`src/rtl/fetch.sv`:
```
// Instruction fetch: owns the PC, keeps one imem request in flight and queues returned words for decode.
// Ack at edge N is visible to decode from N+1. Requests stop once queue plus in-flight slots are full.

module fetch_fifo #(
    parameter int W     = 32,
    parameter int DEPTH = 2
) (
    input  logic                     clk,
    input  logic                     rst,
    input  logic                     i_flush,
    input  logic                     i_push,
    input  logic [W-1:0]             i_push_dat,
    input  logic                     i_pop,
    output logic [W-1:0]             o_head_dat,
    output logic [$clog2(DEPTH):0]   o_count
);
    // Flop-based FIFO with flush. Head readout is registered state only.
    // A push into a full FIFO is accepted when a pop happens in the same cycle.
    localparam int AW = $clog2(DEPTH);
    localparam logic [AW:0] FULL = (AW+1)'(DEPTH);

    logic [W-1:0]  r_mem [DEPTH];
    logic [AW-1:0] r_wr_ptr;
    logic [AW-1:0] r_rd_ptr;
    logic [AW:0]   r_count;
    logic          w_do_pop;
    logic          w_do_push;

    assign w_do_pop   = i_pop && (r_count != '0);
    assign w_do_push  = i_push && ((r_count != FULL) || w_do_pop);
    assign o_head_dat = r_mem[r_rd_ptr];
    assign o_count    = r_count;

    always_ff @(posedge clk or negedge rst) begin
        if (!rst) begin
            r_wr_ptr <= '0;
            r_rd_ptr <= '0;
            r_count  <= '0;
        end else if (i_flush) begin
            r_wr_ptr <= '0;
            r_rd_ptr <= '0;
            r_count  <= '0;
        end else begin
            if (w_do_push) r_wr_ptr <= r_wr_ptr + AW'(1);
            if (w_do_pop)  r_rd_ptr <= r_rd_ptr + AW'(1);
            case ({w_do_push, w_do_pop})
                2'b10:   r_count <= r_count + (AW+1)'(1);
                2'b01:   r_count <= r_count - (AW+1)'(1);
                default: r_count <= r_count;
            endcase
        end
    end

    always_ff @(posedge clk) begin
        if (w_do_push && !i_flush) r_mem[r_wr_ptr] <= i_push_dat;
    end
endmodule

module fetch #(
    parameter logic [15:0] RESET_PC = 16'h0000,
    parameter int          DEPTH    = 2
) (
    input  logic        clk,
    input  logic        rst,
    output logic        imem_req,
    output logic [15:0] imem_addr,
    input  logic        imem_ack,
    input  logic [15:0] imem_rdata,
    output logic [15:0] instr,
    output logic [15:0] pc_plus2,
    output logic        instr_valid,
    input  logic        stall,
    input  logic        redirect,
    input  logic [15:0] redirect_pc,
    input  logic        halt,
    output logic        err
);
    // Fetch stage: one request in flight, DEPTH-entry buffer toward decode.
    // Ack-to-decode latency 1 cycle; requests pause while buffer + in-flight reach DEPTH.
    localparam int          CW   = $clog2(DEPTH) + 1;
    localparam logic [CW-1:0] FULL = CW'(DEPTH);

    typedef struct packed {
        logic [15:0] ins;
        logic [15:0] pc2;
    } entry_t;

    typedef enum logic [1:0] {RUN, DROP, HALTED} state_t;

    state_t        r_state, w_state_nxt;
    logic [15:0]   r_pc, w_pc_nxt;
    logic          r_out, w_out_nxt;
    logic          r_err, w_err_nxt;
    logic          r_live;
    logic          w_req;
    logic          w_push;
    logic          w_pop;
    logic          w_flush;
    entry_t        w_push_dat;
    entry_t        w_head;
    logic [CW-1:0] w_count;

    fetch_fifo #(.W($bits(entry_t)), .DEPTH(DEPTH)) u_fifo (
        .clk        (clk),
        .rst        (rst),
        .i_flush    (w_flush),
        .i_push     (w_push),
        .i_push_dat (w_push_dat),
        .i_pop      (w_pop),
        .o_head_dat (w_head),
        .o_count    (w_count)
    );

    // r_live holds requests off for the first cycle out of reset.
    assign w_req       = r_live && (r_state == RUN) && (r_out || (w_count < FULL));
    assign imem_req    = w_req;
    assign imem_addr   = r_pc;
    assign instr_valid = (r_state == RUN) && (w_count != '0);
    assign instr       = instr_valid ? w_head.ins : 16'h0800;
    assign pc_plus2    = instr_valid ? w_head.pc2 : 16'h0000;
    assign err         = r_err;
    assign w_pop       = instr_valid && !stall;
    assign w_push_dat  = '{ins: imem_rdata, pc2: r_pc + 16'd2};

    always_comb begin
        w_state_nxt = r_state;
        w_pc_nxt    = r_pc;
        w_out_nxt   = r_out;
        w_push      = 1'b0;
        w_flush     = 1'b0;
        // An ack is expected only while requesting or while a stale one is owed.
        w_err_nxt   = r_err | (imem_ack && !w_req && !r_out);
        case (r_state)
            RUN: begin
                if (redirect) begin
                    w_flush   = 1'b1;
                    w_pc_nxt  = {redirect_pc[15:1], 1'b0};
                    w_out_nxt = w_req && !imem_ack;
                    if (w_req && !imem_ack) w_state_nxt = DROP;
                end else if (instr_valid && halt) begin
                    w_flush     = 1'b1;
                    w_out_nxt   = w_req && !imem_ack;
                    w_state_nxt = HALTED;
                end else if (w_req && imem_ack) begin
                    w_push    = 1'b1;
                    w_pc_nxt  = r_pc + 16'd2;
                    w_out_nxt = 1'b0;
                end else begin
                    w_out_nxt = w_req;
                end
            end
            DROP: begin
                if (redirect) w_pc_nxt = {redirect_pc[15:1], 1'b0};
                if (imem_ack) begin
                    w_out_nxt   = 1'b0;
                    w_state_nxt = RUN;
                end
            end
            HALTED: begin
                if (imem_ack) w_out_nxt = 1'b0;
            end
            default: w_state_nxt = RUN;
        endcase
    end

    always_ff @(posedge clk or negedge rst) begin
        if (!rst) begin
            r_state <= RUN;
            r_pc    <= RESET_PC;
            r_out   <= 1'b0;
            r_err   <= 1'b0;
            r_live  <= 1'b0;
        end else begin
            r_state <= w_state_nxt;
            r_pc    <= w_pc_nxt;
            r_out   <= w_out_nxt;
            r_err   <= w_err_nxt;
            r_live  <= 1'b1;
        end
    end
endmodule

```
`config.mk`:
```
export PLATFORM = sky130hd
export DESIGN_NAME = fetch
export DESIGN_NICKNAME = d
export VERILOG_FILES = /design/src/rtl/fetch.sv
export SDC_FILE = /design/constraint.sdc
export NUM_CORES = 1
export LEC_CHECK = 0
export CAP_MARGIN = 20
export CORE_AREA = 5 5 95 97
export CTS_BUF_LIST = sky130_fd_sc_hd__clkbuf_16
export DETAILED_ROUTE_END_ITERATION = 12
export DIE_AREA = 0 0 100 102
export PLACE_DENSITY = 0.78
export SYNTH_ARGS = -nofsm -noshare
export SYNTH_HDL_FRONTEND = slang
export SYNTH_SLANG_ARGS = --single-unit
```
`constraint.sdc`:
```
create_clock -name clk -period 4.31 [get_ports clk]
set_clock_uncertainty 0.05 [all_clocks]
set_input_delay 1.0775 -clock clk [delete_from_list [all_inputs] [get_ports clk]]
set_output_delay 1.0775 -clock clk [all_outputs]
set_load 0.02 [all_outputs]
```
; ---- Word-level counts from Yosys, hierarchy flattened
; Memory sizes are Yosys's and may differ from the RTL's.
; Cells that the tools add are included.
[op_classes]
n_mux = 32
bitwise = 2
n_reduce_logical = 30
n_eq_ne = 12
add_sub_neg = 5
magnitude_cmp = 1
[op_table]
columns = cell, count
row1 = 2-to-1 mux 16 bit, 6
row2 = case mux 16 bit (2 select lines), 1
row3 = 2-to-1 mux 1 bit, 17
row4 = adder 16 x 2 -> 16 bit (second input constant), 1
row5 = logical AND 1 bit, 12
row6 = 2-to-1 mux 2 bit, 5
row7 = nonzero test 2 bit, 5
row8 = != test 3 x 2 -> 1 bit (second input constant), 3
row9 = AND reduction 4 bit, 2
row10 = != test 2 bit (second input constant), 3
row11 = case mux 2 bit (3 select lines), 1
row12 = logical NOT 1 bit, 5
row13 = equality test 2 x 1 -> 1 bit (second input constant), 2
row14 = equality test 2 bit (second input constant), 2
row15 = case mux 2 bit (2 select lines), 1
row16 = != test 3 bit (second input constant), 1
row17 = nonzero test 3 bit, 1
row18 = adder 1 bit (second input constant), 2
row19 = adder 2 x 1 -> 2 bit (second input constant), 1
row20 = logical NOT 2 bit, 1
row21 = logical OR 1 bit, 2
row22 = less-than comparator 2 bit (second input constant), 1
row23 = != test 2 x 1 -> 1 bit (second input constant), 1
row24 = case mux 1 bit (2 select lines), 1
row25 = 5 further kinds, 5
[totals]
elab_cells = 91
n_memories = 1
mem_bits_rw = 64
reg_bits = 25
[mem_list]
columns = memory, depth, word_bits, rd, rd_clocked_by_memory_dff, wr, line
row1 = u_fifo.r_mem, 2, 32, 1, 0, 1, 22  ; logic [W-1:0] r_mem [DEPTH];

; ---- Depth between registers and ports, before layout
[logic_depth]
word_depth = 12
depth_mapped = 11
mapped_depth_nobuf = 10

; ---- Cells and area by module
; A second synthesis with hierarchy kept.
[hier_totals]
hier_cells = 326
area_unflattened_um2 = 4211.5
[by_module_without_submodules]
columns = mod, n_inst, cells_each, area_per_inst_um2
row1 = fetch_fifo, 1, 125, 2563.7
row2 = fetch, 1, 201, 1647.8

; ---- Worst setup path before layout
; No wires, ideal clock.
[synth_path]
path_type = input port to flip-flop
from = in halt
to = mem u_fifo.r_mem[0][10], enable pin
required_ns = 3.841
n_path_buf = 0
cell_stages = 5
arrival_time_ns = 3.109
setup_slack_ns = 0.732
cell_sequence = o21a_1 > or3b_1 > nor2_1 > o31ai_2 > nor2_1
[synth_between]
elab_chain_len = 8
word_cells_on_any_way = 12
cone_classes = mux (8) / reduce/logical (4)
[synth_rtl]
columns = element, line
row1 = start: declaration, 75  ; input logic halt,
row2 = logical AND 1 bit (*), 140  ; end else if (instr_valid && halt) begin
row3 = 2-to-1 mux 1 bit, 140
row4 = 2-to-1 mux 1 bit, 135  ; if (redirect) begin
row5 = 2-to-1 mux 1 bit, 133  ; case (r_state)
row6 = logical AND 1 bit / logical NOT 1 bit (equally long branches), "30, 55"
row7 = logical AND 1 bit (*), 55  ; if (w_do_push && !i_flush) r_mem[r_wr_ptr] <= i_push_dat;
row8 = 2-to-1 mux 1 bit (*), 55
row9 = 2-to-1 mux 1 bit (not written as such) (*), 55
row10 = end: declaration, 22
; Every way passes the cells marked *; elsewhere a longest branch is shown, timed or not.

; ---- Final worst setup path
[layout_path]
from = reg r_state[0]
to = out pc_plus2[8]
[layout_between]
elab_chain_len = 3
[layout_rtl]
columns = element, line
row1 = start: declaration, 90  ; state_t r_state, w_state_nxt;
row2 = start signal: assignment, 174  ; r_state <= w_state_nxt;
row3 = logical NOT 2 bit, 118  ; assign instr_valid = (r_state == RUN) && (w_count != '0);
row4 = logical AND 1 bit, 118
row5 = 2-to-1 mux 16 bit, 120  ; assign pc_plus2 = instr_valid ? w_head.pc2 : 16'h0000;
row6 = end: declaration, 70  ; output logic [15:0] pc_plus2,
; Every way passes these cells.

==> results.toml <==
[worst_setup_path]
crit_start = "r_state[0]"
crit_fanout = 32
reg2reg_from = "r_state[0]"
endpoint_kind = "primary output"
critPathKind = "flop to primary output"
required_ns = 3.18
start_kind = "flop"
critPathArrivalTime_ns = 2.36

[sta]
drv_slew = 0
grt_setup_unrepaired = "no"
tightest_slew_ns = 0.960
fmax_mhz = 287
slew_headroom_pct = 36.0
hold_violations = 0
period_needed_ns = 3.48
final.setup.tns_ns = 0
post-route-period-util_pct = 80.9
finalSetupViolCount = 0

[power]
combPwrFrac_pct = 37.5
power.density_nw_per_um2 = 619
intPower_mw = 2.06
p_clk_share_pct = 23.9
vdd_drop_max_mv = 0.389
power_leakage_nw = 1.82
switching_share_pct = 35.7
seq_power_share_pct = 38.6
p_switching_mw = 1.14
finalPower_mw = 3.20

[detailed_routing]
drtAntennaViolNets = 0
wire_per_inst_um = 16.0
wl_um = 8200
vias_per_cell = 5.21
drt_iter0_markers = 105
num_vias = 2669
dr.pass1.iters = 4
drcViolationCount = 0

[run]
maxCapViolations = 0

[synth]
avgSynthCellArea_um2 = 12.3
synth_seq_area_share_pct = 63.5
synth.area.top_cells = "edfxtp_1, dfrtp_1, mux2i_1"
synth_flop_cell = "edfxtp_1"
synthCells = 315
synth_cell_types = 45
ys_async_sr_fraction_pct = 27.9
synth_area_leader_cell = "edfxtp_1"
yosysTopAreaCellShare_pct = 48.0
yosysWarnings = 0
syn_area_um2 = 3880
synth_seq_cells = 86
synth-edff-count = 62

[final_layout]
final_cell_area_um2 = 5160
num_antenna_cells = 0
final_cell_mix = "clkdlybuf4s50_1, edfxtp_1, nor2_1"
layout_commonest_cell = "clkdlybuf4s50_1"
num-nets-final = 445
layout-drive-gt1-share_pct = 7.62
areaGrowthSynthToFinish_pct = 33.1

[clock_network]
cts_hold_buf = 0
cts-resized-gates = 0
cts-buffers-inserted = 9
cts_sinks = 86
cts.path.max_buffers = 2
clk_latency_ns = 0.33
root_buffer = "clkbuf_16"
clk_pin_slew_ns = 0.06
cts_setup_buffers = 0
cts.htree.levels = 3
cts_tree = "yes"

[floorplan]
rows = 33
core_um2 = 8050
ios = 89
fp.dieArea_um2 = 10200
die_y_um = 102
die_w_um = 100
start_util_pct = 48.1

[min_path]
hold_path_class = "flop to flop"
min_from = "err"

[global_route]
gr-total-overflow = 0
grt_pass1_wl_um = 13200
antenna_found_initial = 0
gr-usage-all-layers_pct = 16.7
grt_max_degree = 33
grt_pass1_vias = 2625

[place]
place_area_um2 = 4860
hpwl_um = 5560
port-buffer-count = 85
routabilityCongestion = 0.735

[outcome]
status = "completed"
-- layer usage --
metal	GRT usage [%]	wire length (µm)	up-vias
li1	-	-	1306
met1	23.2	3710	1261
met2	25.3	3800	92
met3	4.30	579	10
met4	6.42	111	0
met5	0	0	-
-- synth_stat cells, drive strengths merged, types with 3 or more instances --
master,count
o22ai,5
dfrtp,24
nand3,6
xnor2,11
a21oi,16
a2bb2oi,3
buf,8
clkbuf,8
edfxtp,62
o21ai,13
ha,5
xor2,6
nor2,53
inv,10
nand2,20
mux2i,33
-- final timing paths --
check                      cells past startpoint  slack (ns)                 to
min                                            1        0.42                err
min reg2reg                                    1        0.42                err
max in group asynchronous                      2        2.76    u_fifo.r_rd_ptr
max reg2reg                                   10        1.67  u_fifo.o_count[1]
max                                            6        0.83        pc_plus2[8]
min in group asynchronous                      1        1.00       imem_addr[2]
-- state kept, by name (all words and copies together), names as in the netlist --
name             flops
r_out                1
u_fifo.r_rd_ptr      1
imem_addr           15
r_state              2
u_fifo.o_count       2
err                  1
u_fifo.r_wr_ptr      1
u_fifo.r_mem        62
r_live               1
-- layout make-up --
class | instances | area [µm²]
Clock buffer | 9 | 225
Timing Repair Buffer | 91 | 916
Tap cell | 105 | 131
Sequential cell | 86 | 2460
Fill cell | 619 | 2890
Inverter | 10 | 37.5
Clock inverter | 7 | 72.6
Multi-Input combinational cell | 204 | 1310
-- through the flow --
| step | utilization (%) | worst slack [ns] | cells | hold slack [ns] |
|---|---|---|---|---|
| finish | 64.1 | 0.825 | 512 | 0.425 |
| global route | 64.1 | 0.692 | 512 | 0.448 |
| CTS | 64.1 | 0.795 | 512 | 0.423 |
| detailed placement | 60.4 | 1.06 | 496 | 0.409 |
| global placement | 60.0 | 1.10 | 495 | 0.408 |
| floorplan | - | 0.732 | 316 | 0.466 |
-- critical path: stages (launching register included) --
cell,delay (ns)
dfrtp_1,0.39
inv_1,0.11
ha_1,0.36
o21ai_2,0.09
buf_4,0.25
nor2_1,0.18
clkdlybuf4s50_1,0.65
-- cell families (layout without fill, tap and decap cells) --
kind of cell | after synthesis | count (layout) | share of synthesized area (%)
AO/OA/AOI/OAI | 54 | 54 | 9.14
XOR/XNOR | 17 | 17 | 3.84
adder cells (fa/ha/maj) | 5 | 5 | 1.61
buffers and inverters | 26 | 117 | 2.91
flip-flops | 86 | 86 | 63.5
multiplexers | 34 | 34 | 8.81
other | 2 | 3 | 0.194
AND/OR/NAND/NOR | 91 | 91 | 9.97
-- power by group through the flow --
stage          Clock, mW  Sequential (mW)  Combinational [mW]
2_1_floorplan          0             1.28               0.655
3_3_place_gp           0             1.24                1.16
3_5_place_dp           0             1.25                1.20
4_1_cts            0.781             1.23                1.21
5_1_grt            0.812             1.26                1.30
6_report           0.762             1.23                1.20
(Power assumes the default switching activity.)
